<file path="src/rtl/brownout_pkg.sv">
// Shared types and constants for the brownout detector host controller.
package brownout_pkg;
  localparam int TRIP_W = 3;
  localparam logic [TRIP_W-1:0] TRIP_RST_DEF = 3'b111;

  typedef enum logic [1:0] {
    ST_OFF     = 2'd0,
    ST_SETTLE  = 2'd1,
    ST_MONITOR = 2'd2
  } bo_state_e;
endpackage

</file>
<file path="src/rtl/bo_sync_filter.sv">
// Multi-flop synchronizer followed by a consecutive-sample debounce filter.
module bo_sync_filter #(
  parameter int SYNC_STAGES = 2,
  parameter int DEB_CYCLES  = 8
) (
  input  logic clk,
  input  logic rst_n,
  input  logic clr,
  input  logic async_in,
  output logic filt_out
);
  localparam int DW = (DEB_CYCLES > 1) ? $clog2(DEB_CYCLES) : 1;
  localparam logic [DW-1:0] DEB_LAST = DW'(DEB_CYCLES - 1);

  logic [SYNC_STAGES-1:0] r_sync;
  logic [DW-1:0]          r_cnt;
  logic                   r_filt;
  logic                   w_synced;

  assign w_synced = r_sync[SYNC_STAGES-1];
  assign filt_out = r_filt;

  always_ff @(posedge clk or negedge rst_n) begin
    if (!rst_n) begin
      r_sync <= '0;
    end else begin
      r_sync <= {r_sync[SYNC_STAGES-2:0], async_in};
    end
  end

  // The filtered value only moves after DEB_CYCLES disagreeing samples in a row.
  always_ff @(posedge clk or negedge rst_n) begin
    if (!rst_n) begin
      r_filt <= 1'b0;
      r_cnt  <= '0;
    end else if (clr) begin
      r_filt <= 1'b0;
      r_cnt  <= '0;
    end else if (w_synced == r_filt) begin
      r_cnt <= '0;
    end else if (r_cnt == DEB_LAST) begin
      r_filt <= w_synced;
      r_cnt  <= '0;
    end else begin
      r_cnt <= r_cnt + 1'b1;
    end
  end
endmodule

</file>
<file path="src/rtl/brownout_ctrl.sv">
// Host-side controller for the brownout macro: enable/settle sequencing,
// trip-code registers, filtered detector inputs, sticky flags and reset request.
module brownout_ctrl
  import brownout_pkg::*;
#(
  parameter int                SETTLE_CYCLES = 1024,
  parameter int                SYNC_STAGES   = 2,
  parameter int                DEB_CYCLES    = 8,
  parameter logic [TRIP_W-1:0] TRIP_RST      = TRIP_RST_DEF
) (
  input  logic              clk,
  input  logic              rst_n,
  input  logic              cfg_en,
  input  logic              cfg_wr,
  input  logic [TRIP_W-1:0] cfg_otrip,
  input  logic [TRIP_W-1:0] cfg_vtrip,
  input  logic              irq_clr,
  input  logic              bo_out,
  input  logic              bo_vunder,
  input  logic              bo_timed_out,
  output logic              ena,
  output logic [TRIP_W-1:0] otrip,
  output logic [TRIP_W-1:0] vtrip,
  output logic              ready,
  output logic              bo_live,
  output logic              vunder_live,
  output logic              timed_out_sync,
  output logic              brownout_flag,
  output logic              vunder_flag,
  output logic              irq,
  output logic              sys_rst_req,
  output logic [1:0]        dbg_state
);
  localparam int CNT_W = $clog2(SETTLE_CYCLES);
  localparam logic [CNT_W-1:0] SETTLE_LOAD = CNT_W'(SETTLE_CYCLES - 1);

  bo_state_e               r_state;
  bo_state_e               w_state_nxt;
  logic [CNT_W-1:0]        r_cnt;
  logic [CNT_W-1:0]        w_cnt_nxt;
  logic [TRIP_W-1:0]       r_otrip;
  logic [TRIP_W-1:0]       r_vtrip;
  logic [SYNC_STAGES-1:0]  r_to_sync;
  logic                    r_bo_prev;
  logic                    r_vu_prev;
  logic                    r_bo_flag;
  logic                    r_vu_flag;
  logic                    w_filt_clr;
  logic                    w_bo_live;
  logic                    w_vu_live;
  logic                    w_ready;
  logic                    w_bo_set;
  logic                    w_vu_set;

  always_ff @(posedge clk or negedge rst_n) begin
    if (!rst_n) begin
      r_state <= ST_OFF;
      r_cnt   <= '0;
    end else begin
      r_state <= w_state_nxt;
      r_cnt   <= w_cnt_nxt;
    end
  end

  // Dropping cfg_en wins over everything; cfg_wr while on restarts the settle window.
  always_comb begin
    w_state_nxt = r_state;
    w_cnt_nxt   = r_cnt;
    case (r_state)
      ST_OFF: begin
        if (cfg_en) begin
          w_state_nxt = ST_SETTLE;
          w_cnt_nxt   = SETTLE_LOAD;
        end
      end
      ST_SETTLE: begin
        if (!cfg_en) begin
          w_state_nxt = ST_OFF;
        end else if (cfg_wr) begin
          w_cnt_nxt = SETTLE_LOAD;
        end else if (r_cnt == '0) begin
          w_state_nxt = ST_MONITOR;
        end else begin
          w_cnt_nxt = r_cnt - 1'b1;
        end
      end
      ST_MONITOR: begin
        if (!cfg_en) begin
          w_state_nxt = ST_OFF;
        end else if (cfg_wr) begin
          w_state_nxt = ST_SETTLE;
          w_cnt_nxt   = SETTLE_LOAD;
        end
      end
      default: begin
        w_state_nxt = ST_OFF;
      end
    endcase
  end

  always_ff @(posedge clk or negedge rst_n) begin
    if (!rst_n) begin
      r_otrip <= TRIP_RST;
      r_vtrip <= TRIP_RST;
    end else if (cfg_wr) begin
      r_otrip <= cfg_otrip;
      r_vtrip <= cfg_vtrip;
    end
  end

  // Filters are cleared on the same edge the FSM enters OFF, so they read 0 throughout OFF.
  assign w_filt_clr = (w_state_nxt == ST_OFF);

  bo_sync_filter #(
    .SYNC_STAGES (SYNC_STAGES),
    .DEB_CYCLES  (DEB_CYCLES)
  ) u_filt_out (
    .clk      (clk),
    .rst_n    (rst_n),
    .clr      (w_filt_clr),
    .async_in (bo_out),
    .filt_out (w_bo_live)
  );

  bo_sync_filter #(
    .SYNC_STAGES (SYNC_STAGES),
    .DEB_CYCLES  (DEB_CYCLES)
  ) u_filt_vunder (
    .clk      (clk),
    .rst_n    (rst_n),
    .clr      (w_filt_clr),
    .async_in (bo_vunder),
    .filt_out (w_vu_live)
  );

  always_ff @(posedge clk or negedge rst_n) begin
    if (!rst_n) begin
      r_to_sync <= '0;
    end else begin
      r_to_sync <= {r_to_sync[SYNC_STAGES-2:0], bo_timed_out};
    end
  end

  assign w_ready  = (r_state == ST_MONITOR);
  assign w_bo_set = w_ready & w_bo_live & ~r_bo_prev;
  assign w_vu_set = w_ready & w_vu_live & ~r_vu_prev;

  // A rise seen on the same edge as irq_clr keeps its flag set.
  always_ff @(posedge clk or negedge rst_n) begin
    if (!rst_n) begin
      r_bo_prev <= 1'b0;
      r_vu_prev <= 1'b0;
      r_bo_flag <= 1'b0;
      r_vu_flag <= 1'b0;
    end else begin
      r_bo_prev <= w_bo_live;
      r_vu_prev <= w_vu_live;
      r_bo_flag <= w_bo_set | (r_bo_flag & ~irq_clr);
      r_vu_flag <= w_vu_set | (r_vu_flag & ~irq_clr);
    end
  end

  assign ena            = (r_state != ST_OFF);
  assign ready          = w_ready;
  assign otrip          = r_otrip;
  assign vtrip          = r_vtrip;
  assign bo_live        = w_bo_live;
  assign vunder_live    = w_vu_live;
  assign timed_out_sync = r_to_sync[SYNC_STAGES-1];
  assign brownout_flag  = r_bo_flag;
  assign vunder_flag    = r_vu_flag;
  assign irq            = r_bo_flag | r_vu_flag;
  assign sys_rst_req    = w_bo_live & w_ready;
  assign dbg_state      = r_state;
endmodule

</file>
<file path="config.mk">
export PLATFORM = sky130hd
export DESIGN_NAME = brownout_ctrl
export DESIGN_NICKNAME = d
export VERILOG_FILES = /design/src/rtl/brownout_pkg.sv /design/src/rtl/bo_sync_filter.sv /design/src/rtl/brownout_ctrl.sv
export SDC_FILE = /design/constraint.sdc
export NUM_CORES = 1
export LEC_CHECK = 0
export ABC_AREA = 1
export CAP_MARGIN = 15
export CORE_UTILIZATION = 46
export CTS_CLUSTER_DIAMETER = 120
export DETAILED_ROUTE_END_ITERATION = 10
export GPL_ROUTABILITY_DRIVEN = 1
export PLACE_DENSITY = 0.75
export REMOVE_ABC_BUFFERS = 1
export SYNTH_ARGS = -nofsm -noshare
export SYNTH_HDL_FRONTEND = slang
export SYNTH_SLANG_ARGS = --single-unit
</file>
<file path="constraint.sdc">
create_clock -name clk -period 1.48 [get_ports clk]
set_clock_uncertainty 0.2 [all_clocks]
set_input_delay 0.222 -clock clk [delete_from_list [all_inputs] [get_ports clk]]
set_output_delay 0.222 -clock clk [all_outputs]
set_load 0.02 [all_outputs]
</file>
# Yosys cells after proc, flatten, opt, wreduce, memory -nomap -nowiden
# Cells that the tools add are included.
word_totals:
  register_bits: 36
  latch_bits: 0
  ramBits: 0
  mem_bits_ro: 0
  input_bits: 14
  out_inout_bits: 17
  word_cells: 79
  memories: 0
classes:
  add_sub_neg: 3
  multipliers: 0
  div: 0
  magnitude_cmp: 0
  n_eq_ne: 13
  shifts: 0
  n_mux: 26
  n_bitwise: 12
  n_reduce_logical: 10
op_table:
  columns: ["op", "n"]
  rows:
  - ["$mux W10", 6]
  - ["$pmux W10 S3", 1]
  - ["$mux W3", 6]
  - ["$mux W2", 6]
  - ["$logic_not A10 Y1", 1]
  - ["$ne A2 B2 Y1 const B", 5]
  - ["$sub A10 B1 Y10 const B", 1]
  - ["$add A3 B1 Y3 const B", 2]
  - ["$and A1 B1 Y1", 6]
  - ["$eq A3 B3 Y1 const B", 2]
  - ["$mux W1", 6]
  - ["$pmux W2 S3", 1]
  - ["$reduce_and A6 Y1", 1]
  - ["$reduce_bool A2 Y1", 3]
  - ["$logic_not A2 Y1", 2]
  - ["$reduce_and A2 Y1", 2]
  - ["$ne A3 B3 Y1 const B", 1]
  - ["$not A1 Y1", 3]
  - ["$or A1 B1 Y1", 3]
  - ["$reduce_bool A3 Y1", 1]
  - ["$eq A1 B1 Y1", 2]
  - ["$eq A2 B1 Y1 const B", 1]
  - ["$eq A2 B2 Y1 const B", 1]
  - ["$ne A2 B1 Y1 const B", 1]

# Logic depth before layout (Yosys ltp)
# Gate-level depths: netlist of the first run.
depth:
  depth_word: 8
  depth_mapped: 9

# Cells and area by module
# From an unflattened synthesis of the first run, not the netlist that was laid out.
hier_totals:
  hier_cells: 204
  area_unflattened_um2: 1686.6
modules_own_cells:
  columns: ["mod", "instances", "cells_per_inst", "area_each_um2", "seq_area_each_um2"]
  rows:
  - ["brownout_ctrl", 1, 154, 1198.6, 608.1]
  - ["bo_sync_filter", 2, 25, 244.0, 150.1]

# Worst setup path after synthesis of the first run
# OpenSTA, ideal clock, no wires.
synth_timing:
  kind: "register to register"
  from: "register r_cnt[0]"
  to: "register r_cnt[5]"
  t_arrival_ns: 1.305
  slack_ns: -0.148
  path_stages_with_launch: 10
  n_path_buf: 0
  period_less_slack_ns: 1.628
  cell_sequence: "dfrtp_1 > inv_1 > ha_1 > nand2_2 > nor2_4 > nand3_4 > nand2_4 > inv_1 > o21ai_0 > nand2_1"
synth_via:
  elab_chain_len: 5
synth_lines:
  columns: ["item", "line_no", "text"]
  rows:
  - ["from (decl)", "brownout_ctrl.sv:39", "logic [CNT_W-1:0] r_cnt;"]
  - ["from (signal assigned)", "brownout_ctrl.sv:61", "r_cnt <= w_cnt_nxt;"]
  - ["$sub A10 B1 Y10", "brownout_ctrl.sv:84", "w_cnt_nxt = r_cnt - 1'b1;"]
  - ["$mux W10", "brownout_ctrl.sv:81", "end else if (r_cnt == '0) begin"]
  - ["$mux W10", "brownout_ctrl.sv:79", "end else if (cfg_wr) begin"]
  - ["$mux W10", "brownout_ctrl.sv:77", "if (!cfg_en) begin"]
  - ["$pmux W10 S3", "brownout_ctrl.sv:69", "case (r_state)"]
# Parallel ways exist; a longest one is shown, timed or not. The select of a mux whose other input is x is not followed.
# A chain may end at the register's enable or synchronous reset.

# Worst setup path in the final report of the first run
layout_timing:
  from: "register r_cnt[0]"
  to: "register r_cnt[8]"
# Same word-level chain as after synthesis.

==> results of run 1 <==
==> critical path, cell delays in order, from the launching register on <==
cell and delay (ns):
dfrtp_1 0.41, inv_2 0.10, ha_4 0.16, nand2_4 0.06, nor2_4 0.14, buf_4 0.13, buf_6 0.09, o211ai_1 0.11
nand2_1 0.11, nand3_1 0.09
==> logic make-up (layout without fill, tap and decap cells) <==
kind of cell	Yosys count	after routing	share of synthesized area, %
buf+inv	26	106	6.429
flops	36	36	54.92
xor+xnor	2	2	1.059
compound gates	11	11	3.783
fa+ha+maj	5	5	3.782
simple gates	102	102	29.43
mux	1	1	0.6052
==> cells in the mapped netlist, types with 2 or more instances <==
cell type and instances:
dfrtp_1 30, nand2_1 51, nor4_1 3, nor2_4 2
a21oi_1 2, xnor2_1 2, nor3b_1 4, nand4_1 5
dfstp_2 6, nor2_1 16, nand2_2 3, nand3_1 12
o21ai_1 2, inv_1 23, o21ai_0 4, ha_1 5
==> per-stage QoR <==
step           setup WS (ns)  hold slack (ns)  power (uW)
6_report             -0.2328         0.001858        2178
5_1_grt              -0.2670         0.009920        2267
4_1_cts              -0.1483         0.003674        2130
3_5_place_dp         -0.2675           0.1404        1424
3_3_place_gp         -0.2378           0.1325        1418
2_1_floorplan        -0.2059          -0.2736        1228
==> cell type report <==
cell class	instances	area (um2)
Clock buffer	6	41.29
Inverter	23	93.84
Sequential cell	36	910.9
Multi-Input combinational cell	121	768.2
Fill cell	209	823.3
Timing Repair Buffer	75	659.4
Clock inverter	2	35.03
Tap cell	46	57.56
==> path summary, 6_finish.rpt <==
check | startpoint | endpoint | slack, ns | cells after the start
worst max register to register | r_cnt[0]$_DFFE_PN0P_ | r_cnt[8]$_DFFE_PN0P_ | -0.23 | 9
worst min-delay path | rst_n | r_cnt[4]$_DFFE_PN0P_ | 0.002 | 2
max in group asynchronous | rst_n | dbg_state[1]$_DFF_PN0_ | 0.79 | 2
min in group clk | bo_out | u_filt_out.r_sync[0]$_DFF_PN0_ | 0.09 | 1
worst max-delay path | r_cnt[0]$_DFFE_PN0P_ | r_cnt[8]$_DFFE_PN0P_ | -0.23 | 9
worst min register to register | u_filt_vunder.r_sync[0]$_DFF_PN0_ | u_filt_vunder.r_sync[1]$_DFF_PN0_ | 0.16 | 0
==> sequential cells by signal, summed over array words and instances, names as in the netlist <==
register	cells
vunder_flag	1
r_vu_prev	1
vtrip	3
dbg_state	2
u_filt_vunder.filt_out	1
u_filt_out.filt_out	1
brownout_flag	1
u_filt_out.r_sync	2
u_filt_vunder.r_sync	2
r_to_sync	2
r_bo_prev	1
r_cnt	10
u_filt_out.r_cnt	3
u_filt_vunder.r_cnt	3
otrip	3
==> per-layer routing <==
| layer | wire (um) | up-vias |
|---|---|---|
| met5 | 0 | - |
| met4 | 175 | 0 |
| met3 | 273 | 21 |
| met2 | 2346 | 74 |
| met1 | 1815 | 757 |
| li1 | - | 743 |
==> power by group through the flow <==
stage	Combinational [uW]	Clock [uW]	Sequential, uW
after floorplan	112	0	1120
after global placement	329	0	1090
after detailed placement	334	0	1090
after CTS	360	694	1080
after global routing	443	737	1090
final	406	690	1080
==> what timing repair did <==
item | 4_1_cts | 5_1_grt
setup endpoints to repair | 29 | 30
gates resized for setup | 103 | 42
pin swaps | 11 | 16
setup buffers | 8 | 5
==> flow_summary.json, run 1 <==
{
  "clk_pin_slew_ns": 0.11,
  "yosys_warnings": 0,
  "final_cells": 309,
  "crit_path_max_fanout": 2,
  "core_area_um2": 3390,
  "hold_class": "primary input to async pin",
  "critical_path_required_ns": 1.51,
  "vias_per_cell": 5.162,
  "maxCapViolCount": 0,
  "fin_crit_ns": 1.713,
  "setup_tns_ns": -1.678,
  "synth_top_area_share_pct": 45.39,
  "ir_drop_mv": 0.6556,
  "setup-violations-final": 14,
  "hold_viol": 0,
  "power_density_nw_per_um2": 848.7,
  "start_kind": "flop",
  "start_util_pct": 48.80,
  "grt_first_pass_wirelength_mm": 6.285,
  "dieArea_um2": 3840,
  "rows": 21,
  "path_class": "flop to flop",
  "violations": "negative setup slack",
  "critPathCaptureType": "flop",
  "fin_area_um2": 2566,
  "layout_common_cells": "43 x nand2_1, 38 x buf_4, 28 x dfrtp_1",
  "p_leak_uw": 0.001268,
  "port_buffers": 30,
  "dr.pass1.iters": 4,
  "cts.sinks": 36,
  "antenna_found_initial": 0,
  "post-route-util_pct": 75.71,
  "maxSlewViolCount": 0,
  "vias": 1595,
  "max_freq_mhz": 583.8,
  "ys_seq_area_share_pct": 54.92,
  "grt_overflow_total": 0,
  "io_pins": 31,
  "cts_root_buffer": "clkbuf_4",
  "syn_area_per_cell_um2": 9.039,
  "p_int_uw": 1594,
  "comb_power_share_pct": 18.7,
  "yosysUniqueCellTypes": 29,
  "dpl.hpwl_mm": 2.632,
  "syn_inst": 183,
  "synthToLayoutAreaGrowth_pct": 55.14,
  "dp_cells": 290,
  "min_period_over_period_pct": 115.7,
  "switching_share_pct": 26.80,
  "critPathArrivalTime_ns": 1.74,
  "postRouteAntennaNets": 0,
  "grt_pass1_vias": 1493,
  "antenna_cells": 0,
  "grt-busiest-layer": "met2",
  "async_reset_ff_share_pct": 100.0,
  "drive_gt1_share_pct": 44.87,
  "drt_iter0_markers": 82,
  "die_y_um": 61.97,
  "worstMarginPinSlew_ns": 0.3066,
  "met1_usage_pct": 27.47,
  "cts_tree": "yes",
  "netlist_area_um2": 1654,
  "layout_commonest_cell": "nand2_1",
  "rsz0062_at_grt": "true",
  "ctsHoldBuffers": 0,
  "ys.flop_type": "dfrtp_1",
  "grt_util_met2_pct": 38.15,
  "synth_area_leaders": "dfrtp_1 45%, nand2_1 12%, dfstp_2 9.5%",
  "status": "complete, but fails checks",
  "synth_edf_count": 0,
  "grt_max_degree": 24,
  "gp_congestion": 0.8358,
  "clockPowerShare_pct": 31.7,
  "dieWidth_um": 61.97,
  "final_nets": 281,
  "fin_ws_ns": -0.2328,
  "synth-seq-cells": 36,
  "dpl_cell_area_um2": 2247,
  "synth_top_area_cell": "dfrtp_1",
  "power_switching_uw": 583.6,
  "clock_path_buffers": 2,
  "numCtsBuffers": 5,
  "relSlewSlack_pct": 79.41,
  "cts_max_level": 2,
  "drc": 0,
  "p_seq_share_pct": 49.7,
  "wl_per_cell_um": 14.92,
  "clock_latency_ns": 0.35,
  "grt_use_met3_pct": 7.867,
  "drt_wl_total_mm": 4.610,
  "grtUsageTotal_pct": 22.98
}
(Power assumes the default switching activity.)
==> run 2, diff against run 1 <==
- RECOVER_POWER: unset -> 100
==> run 2 against run 1 <==
- the run still ends with negative setup slack left
- highest routed layer unchanged
- worst hold slack improved by 0.16 ns
- via count is 0.94% higher
- power is 0.34% lower
==> flow_summary.json, run 2 (same netlist as run 1, synthesis figures left out) <==
{
  "power_density_nw_per_um2": 850.3,
  "hold_path_depth": 0,
  "largest_reg_flops": 10,
  "fillers": 211,
  "start_util_pct": 48.80,
  "ctsHoldBuffers": 0,
  "cp_slowest_stage_delay_ns": 0.41,
  "vias_per_cell": 5.210,
  "dpl.hpwl_mm": 2.632,
  "start_kind": "flop",
  "cts_tree": "yes",
  "antenna_cells": 0,
  "rows": 21,
  "regMostFlops": "r_cnt",
  "grtUsageTotal_pct": 22.98,
  "r2r_start": "r_cnt[0]$_DFFE_PN0P_",
  "layout_commonest_cell": "nand2_1",
  "final_cells": 309,
  "path_cells": "inv_2 > ha_4 > nand2_4 > nor2_4 > buf_4 > buf_6 > o211ai_1 > nand2_1 > nand3_1",
  "grt_max_degree": 24,
  "vias": 1610,
  "fin_area_um2": 2552,
  "critPathCaptureType": "flop",
  "synthToLayoutAreaGrowth_pct": 54.31,
  "min_period_over_period_pct": 114.8,
  "max_freq_mhz": 588.3,
  "dp_cells": 290,
  "worstMarginPinSlew_ns": 0.7074,
  "core_area_um2": 3390,
  "rrSetupSlack_ns": -0.22,
  "p_leak_uw": 0.001256,
  "r2r_cells": 9,
  "path_class": "flop to flop",
  "numCtsBuffers": 5,
  "seq_area_um2": 910.9,
  "port_buffers": 30,
  "cpMaxStageDelayCell": "dfrtp_1",
  "dieWidth_um": 61.97,
  "hold_viol": 0,
  "wl_per_cell_um": 14.94,
  "ir_drop_mv": 0.6555,
  "cts_root_buffer": "clkbuf_4",
  "clk_pin_slew_ns": 0.11,
  "postRouteAntennaNets": 0,
  "multi_input_area_um2": 768.2,
  "io_pins": 31,
  "relSlewSlack_pct": 52.84,
  "dieArea_um2": 3840,
  "cts_max_level": 2,
  "hold_class": "flop to flop",
  "fin_ws_ns": -0.2198,
  "violations": "negative setup slack",
  "antenna_found_initial": 0,
  "maxCapViolCount": 0,
  "gp_congestion": 0.8358,
  "layout_common_cells": "43 x nand2_1, 34 x buf_4, 28 x dfrtp_1",
  "cts.sinks": 36,
  "drt_wl_total_mm": 4.618,
  "hp-start": "u_filt_vunder.r_sync[0]$_DFF_PN0_",
  "crit_path_max_fanout": 2,
  "grt_pass1_vias": 1493,
  "critPathArrivalTime_ns": 1.73,
  "dpl_cell_area_um2": 2247,
  "maxSlewViolCount": 0,
  "clock_path_buffers": 2,
  "dr.pass1.iters": 6,
  "setup-violations-final": 14,
  "critical_path_depth": 9,
  "drive_gt1_share_pct": 43.73,
  "r2r-end": "r_cnt[8]$_DFFE_PN0P_",
  "grt_first_pass_wirelength_mm": 6.285,
  "grt_overflow_total": 0,
  "clock_latency_ns": 0.35,
  "drc": 0,
  "cp_top_family": "flip-flops",
  "status": "complete, but fails checks",
  "die_y_um": 61.97,
  "critical_path_required_ns": 1.51,
  "hold_path_end": "u_filt_vunder.r_sync[1]$_DFF_PN0_",
  "final_nets": 281,
  "rsz0062_at_grt": "true",
  "drt_iter0_markers": 96,
  "crit_buf_inv": 3,
  "fin_crit_ns": 1.700
}
run 2: cell types whose count changed in the layout (fill, tap and decap cells not counted):
cell / delta
clkbuf_1: +3
dlygate4sd3_1: +4
clkbuf_2: +1
clkdlybuf4s50_1: -4
buf_4: -4
run 2: worst max path at each step:
stage | from | endpoint
2_1_floorplan | r_cnt[0]$_DFFE_PN0P_ | r_cnt[5]$_DFFE_PN0P_
3_3_place_gp | cfg_wr | r_cnt[5]$_DFFE_PN0P_
3_5_place_dp | cfg_wr | r_cnt[6]$_DFFE_PN0P_
4_1_cts | dbg_state[0]$_DFF_PN0_ | ready
5_1_grt | r_cnt[0]$_DFFE_PN0P_ | r_cnt[8]$_DFFE_PN0P_
6_report | r_cnt[0]$_DFFE_PN0P_ | r_cnt[8]$_DFFE_PN0P_
run 2: repair_timing:
action / in CTS / in global routing
buffers inserted: 8 / 5
endpoints found under the hold margin: 0 / 0
pin swaps: 11 / 16
endpoints found under the setup margin: 29 / 30
gates resized for setup: 103 / 42
run 2: power breakdown:
part           internal [uW]  total (uW)  switching, uW  leakage, uW
Combinational            192         402            210     0.000787
Sequential              1040        1080           37.9     0.000427
Clock                    354         686            332    0.0000422
run 2: per-layer routing:
metal	part of all wire (%)	vias up	track usage [%]	routed length, um
li1	-	746	-	-
met1	39	763	27.47	1810
met2	51	75	38.15	2345
met3	6.1	26	7.867	283
met4	3.9	0	8.889	179
met5	0	-	0	0
run 2: through the flow:
stage               setup WS [ns]  power (uW)  setup TNS [ns]  hold WS (ns)  utilization (%)
global route              -0.2670        2262          -2.733        0.1758            75.30
detailed placement        -0.2675        1424          -3.320        0.1404            66.30
floorplan                 -0.2059        1228          -1.248       -0.2736                -
global placement          -0.2378        1418          -3.006        0.1325            66.30
finish                    -0.2198        2170          -1.583        0.1611            75.30
CTS                       -0.1483        2130          -1.495      0.003674            72.13
run 2: area by class of cell:
class,instances,area share (%)
clock buffers,6,1.618
clock inverters,2,1.373
inverters,23,3.676
multi-input cells,121,30.10
flip-flops and latches,36,35.69
well taps,46,2.255
repair buffers,75,25.29
run 2: worst reg2reg max path, delay by kind of cell, from the launching register on:
family	cells	cell delay [ns]
AO/OA/AOI/OAI	1	0.11
adder cells (fa/ha/maj)	1	0.16
buffers and inverters	3	0.32
flip-flops	1	0.41
AND/OR/NAND/NOR	4	0.40
==> run 3, diff against run 2 <==
- MAX_ROUTING_LAYER: unset -> met4
- PLACE_DENSITY: 0.75 -> 0.74
- SYNTH_HIERARCHICAL: unset -> 1
==> run 3 against run 2 <==
- the flow still finishes with violations (negative setup slack)
- critical path type is now flop to output port
- die area grew 1.9%
- clock power shrank 2%
- sequential power is essentially flat
- worst setup slack gained 0.11 ns
- combinational power shrank 4%
- global-route usage shrank 0.87 points
- design area shrank 4.4%
- largest power group unchanged
- highest routed layer unchanged
- wire length shrank 19%
- power shrank 1.3%
==> flow_summary.json, run 3 <==
{
  "fin_crit_ns": 1.590,
  "yosysUniqueCellTypes": 23,
  "r2r-end": "r_cnt[4]$_DFFE_PN0P_",
  "async_reset_ff_share_pct": 100.0,
  "io_pins": 31,
  "synth_top_family_by_area": "simple AND/OR/NAND/NOR gates",
  "clock_path_buffers": 2,
  "power_density_nw_per_um2": 878.1,
  "worstMarginPinSlew_ns": 0.7407,
  "synth-seq-cells": 36,
  "grt_first_pass_wirelength_mm": 6.520,
  "ctsHoldBuffers": 0,
  "final_cells": 317,
  "max_freq_mhz": 628.8,
  "numCtsBuffers": 5,
  "synth_fa_ha_area_share_pct": 3.709,
  "crit_path_max_fanout": 3,
  "regMostFlops": "r_cnt",
  "rrSetupSlack_ns": -0.08,
  "cts_tree": "yes",
  "path_cells": "inv_2 > nand2_4 > nor2_4 > buf_6",
  "ir_drop_mv": 0.6655,
  "dieWidth_um": 62.55,
  "clk_pin_slew_ns": 0.10,
  "cts_root_buffer": "clkbuf_4",
  "die_y_um": 62.55,
  "synth_top_area_share_pct": 44.51,
  "cpMaxStageDelayCell": "dfrtp_1",
  "drt_iter0_markers": 60,
  "status": "complete, but fails checks",
  "r2r_start": "r_cnt[0]$_DFFE_PN0P_",
  "grt_pass1_vias": 1526,
  "synth_compound_area_share_pct": 4.154,
  "violations": "negative setup slack",
  "fin_ws_ns": -0.1104,
  "cp_top_family": "flip-flops",
  "p_leak_uw": 0.001211,
  "fin_area_um2": 2440,
  "grt_overflow_total": 0,
  "ys.flop_type": "dfrtp_1",
  "postRouteAntennaNets": 0,
  "dpl_cell_area_um2": 2237,
  "fillers": 273,
  "cts_max_level": 2,
  "cp_slowest_stage_delay_ns": 0.42,
  "gp_congestion": 0.8774,
  "layout_common_cells": "58 x nand2_1, 30 x dfrtp_1, 27 x buf_4",
  "final_nets": 289,
  "start_util_pct": 49.38,
  "relSlewSlack_pct": 50.62,
  "start_kind": "flop",
  "synth_area_leaders": "dfrtp_1 45%, nand2_1 16%, dfstp_2 9.3%",
  "maxCapViolCount": 0,
  "core_area_um2": 3416,
  "yosys_warnings": 6,
  "rsz0062_at_grt": "true",
  "layout_commonest_cell": "nand2_1",
  "syn_inst": 204,
  "hold_class": "flop to flop",
  "vias": 1528,
  "critPathCaptureType": "output port",
  "dr.pass1.iters": 4,
  "critical_path_required_ns": 1.06,
  "synthToLayoutAreaGrowth_pct": 44.66,
  "dp_cells": 306,
  "path_class": "flop to output port",
  "drive_gt1_share_pct": 36.16,
  "crit_buf_inv": 2,
  "hold_path_depth": 0,
  "post-synth-top-count-cell": "nand2_1",
  "dieArea_um2": 3913,
  "rows": 21,
  "antenna_found_initial": 0,
  "muxShareOfSynthArea_pct": 0,
  "synthTopCellsByCount": "70 x nand2_1, 30 x dfrtp_1, 29 x nor2_1, 23 x inv_1, 10 x o21ai_0",
  "netlist_area_um2": 1687,
  "r2r_cells": 9,
  "synth_top_area_cell": "dfrtp_1",
  "drt_wl_total_mm": 3.760,
  "port_buffers": 30,
  "ys_seq_area_share_pct": 53.86,
  "synth_edf_count": 0,
  "synthXorXnorAreaFrac_pct": 0,
  "critPathArrivalTime_ns": 1.17,
  "grt_max_degree": 22,
  "antenna_cells": 0,
  "yosys.area_share.simple_pct": 31.45,
  "hold_path_end": "u_filt_vunder/r_sync[1]$_DFF_PN0_",
  "maxSlewViolCount": 0,
  "wl_per_cell_um": 11.86,
  "hp-start": "u_filt_vunder/r_sync[0]$_DFF_PN0_",
  "min_period_over_period_pct": 107.5,
  "cts.sinks": 36,
  "dpl.hpwl_mm": 2.609,
  "hold_viol": 0,
  "drc": 0,
  "vias_per_cell": 4.820,
  "syn_area_per_cell_um2": 8.268,
  "grtUsageTotal_pct": 22.11,
  "clock_latency_ns": 0.33,
  "setup-violations-final": 14,
  "largest_reg_flops": 10
}
## run 3: power breakdown
part	total, uW	switching (uW)	leakage (uW)	internal [uW]
Combinational	386	210	0.000734	176
Clock	670	316	0.0000422	354
Sequential	1090	38.1	0.000434	1050
Total	2140	564	0.00121	1580
## run 3: what timing repair did
item | in CTS | in global routing
pin swaps | 8 | 11
gates resized for setup | 83 | 53
endpoints found under the setup margin | 29 | 34
setup buffers | 5 | 0
## run 3: final cells by class
type	instances	area, um2	area share (%)
sequential	36	908.4	37.23
multi-input combinational	141	778.2	31.90
timing repair buffer	62	524.3	21.49
inverter	24	95.09	3.897
tap	46	57.56	2.359
clock buffer	6	41.29	1.692
clock inverter	2	35.03	1.436
## run 3: logic make-up (layout without fill, tap and decap cells)
logic type / count (synthesis) / in the layout
AOI/OAI and AO/OA: 13 / 13
adders and majority gates: 5 / 5
buffers and inverters: 27 / 94
DFF: 36 / 36
and+or+nand+nor: 123 / 123
## run 3: metal layers
metal  routed length (um)  track usage [%]  part of all wire (%)
met4                   72            8.430                   1.9
met3                  186            3.832                   4.9
met5                    0                -                     0
met1                 1564            26.56                    42
met2                 1936            37.09                    51
## run 3: worst max-delay path by stage
| stage | cells after the start | endpoint | startpoint | slack (ns) |
|---|---|---|---|---|
| detailed placement | 7 | r_cnt[5]$_DFFE_PN0P_ | cfg_wr | -0.24 |
| global placement | 7 | r_cnt[5]$_DFFE_PN0P_ | cfg_wr | -0.21 |
| global route | 8 | r_cnt[9]$_DFFE_PN0P_ | dbg_state[1]$_DFF_PN0_ | -0.17 |
| finish | 4 | sys_rst_req | dbg_state[0]$_DFF_PN0_ | -0.11 |
| CTS | 8 | r_cnt[2]$_DFFE_PN0P_ | dbg_state[0]$_DFF_PN0_ | -0.09 |
| floorplan | 9 | r_cnt[7]$_DFFE_PN0P_ | r_cnt[0]$_DFFE_PN0P_ | -0.16 |
## run 3: worst reg2reg max path: cells and delay by family, from the launching register on
kind | cells | cell delay, ns
DFF | 1 | 0.40
adders and majority gates | 1 | 0.15
and+or+nand+nor | 5 | 0.47
buffers and inverters | 2 | 0.22
AOI/OAI and AO/OA | 1 | 0.06
## run 3: per-stage QoR
step                util, %  power, uW  hold WS (ns)  worst slack (ns)  TNS, ns
floorplan                 -       1248       -0.2736           -0.1621   -1.341
global placement      65.49       1428        0.1329           -0.2093   -2.760
detailed placement    65.49       1435        0.1371           -0.2440   -3.289
CTS                   69.19       2125       0.01851          -0.09424  -0.6805
global route          71.43       2259        0.1696           -0.1710   -2.144
finish                71.43       2142        0.1628           -0.1104  -0.9644
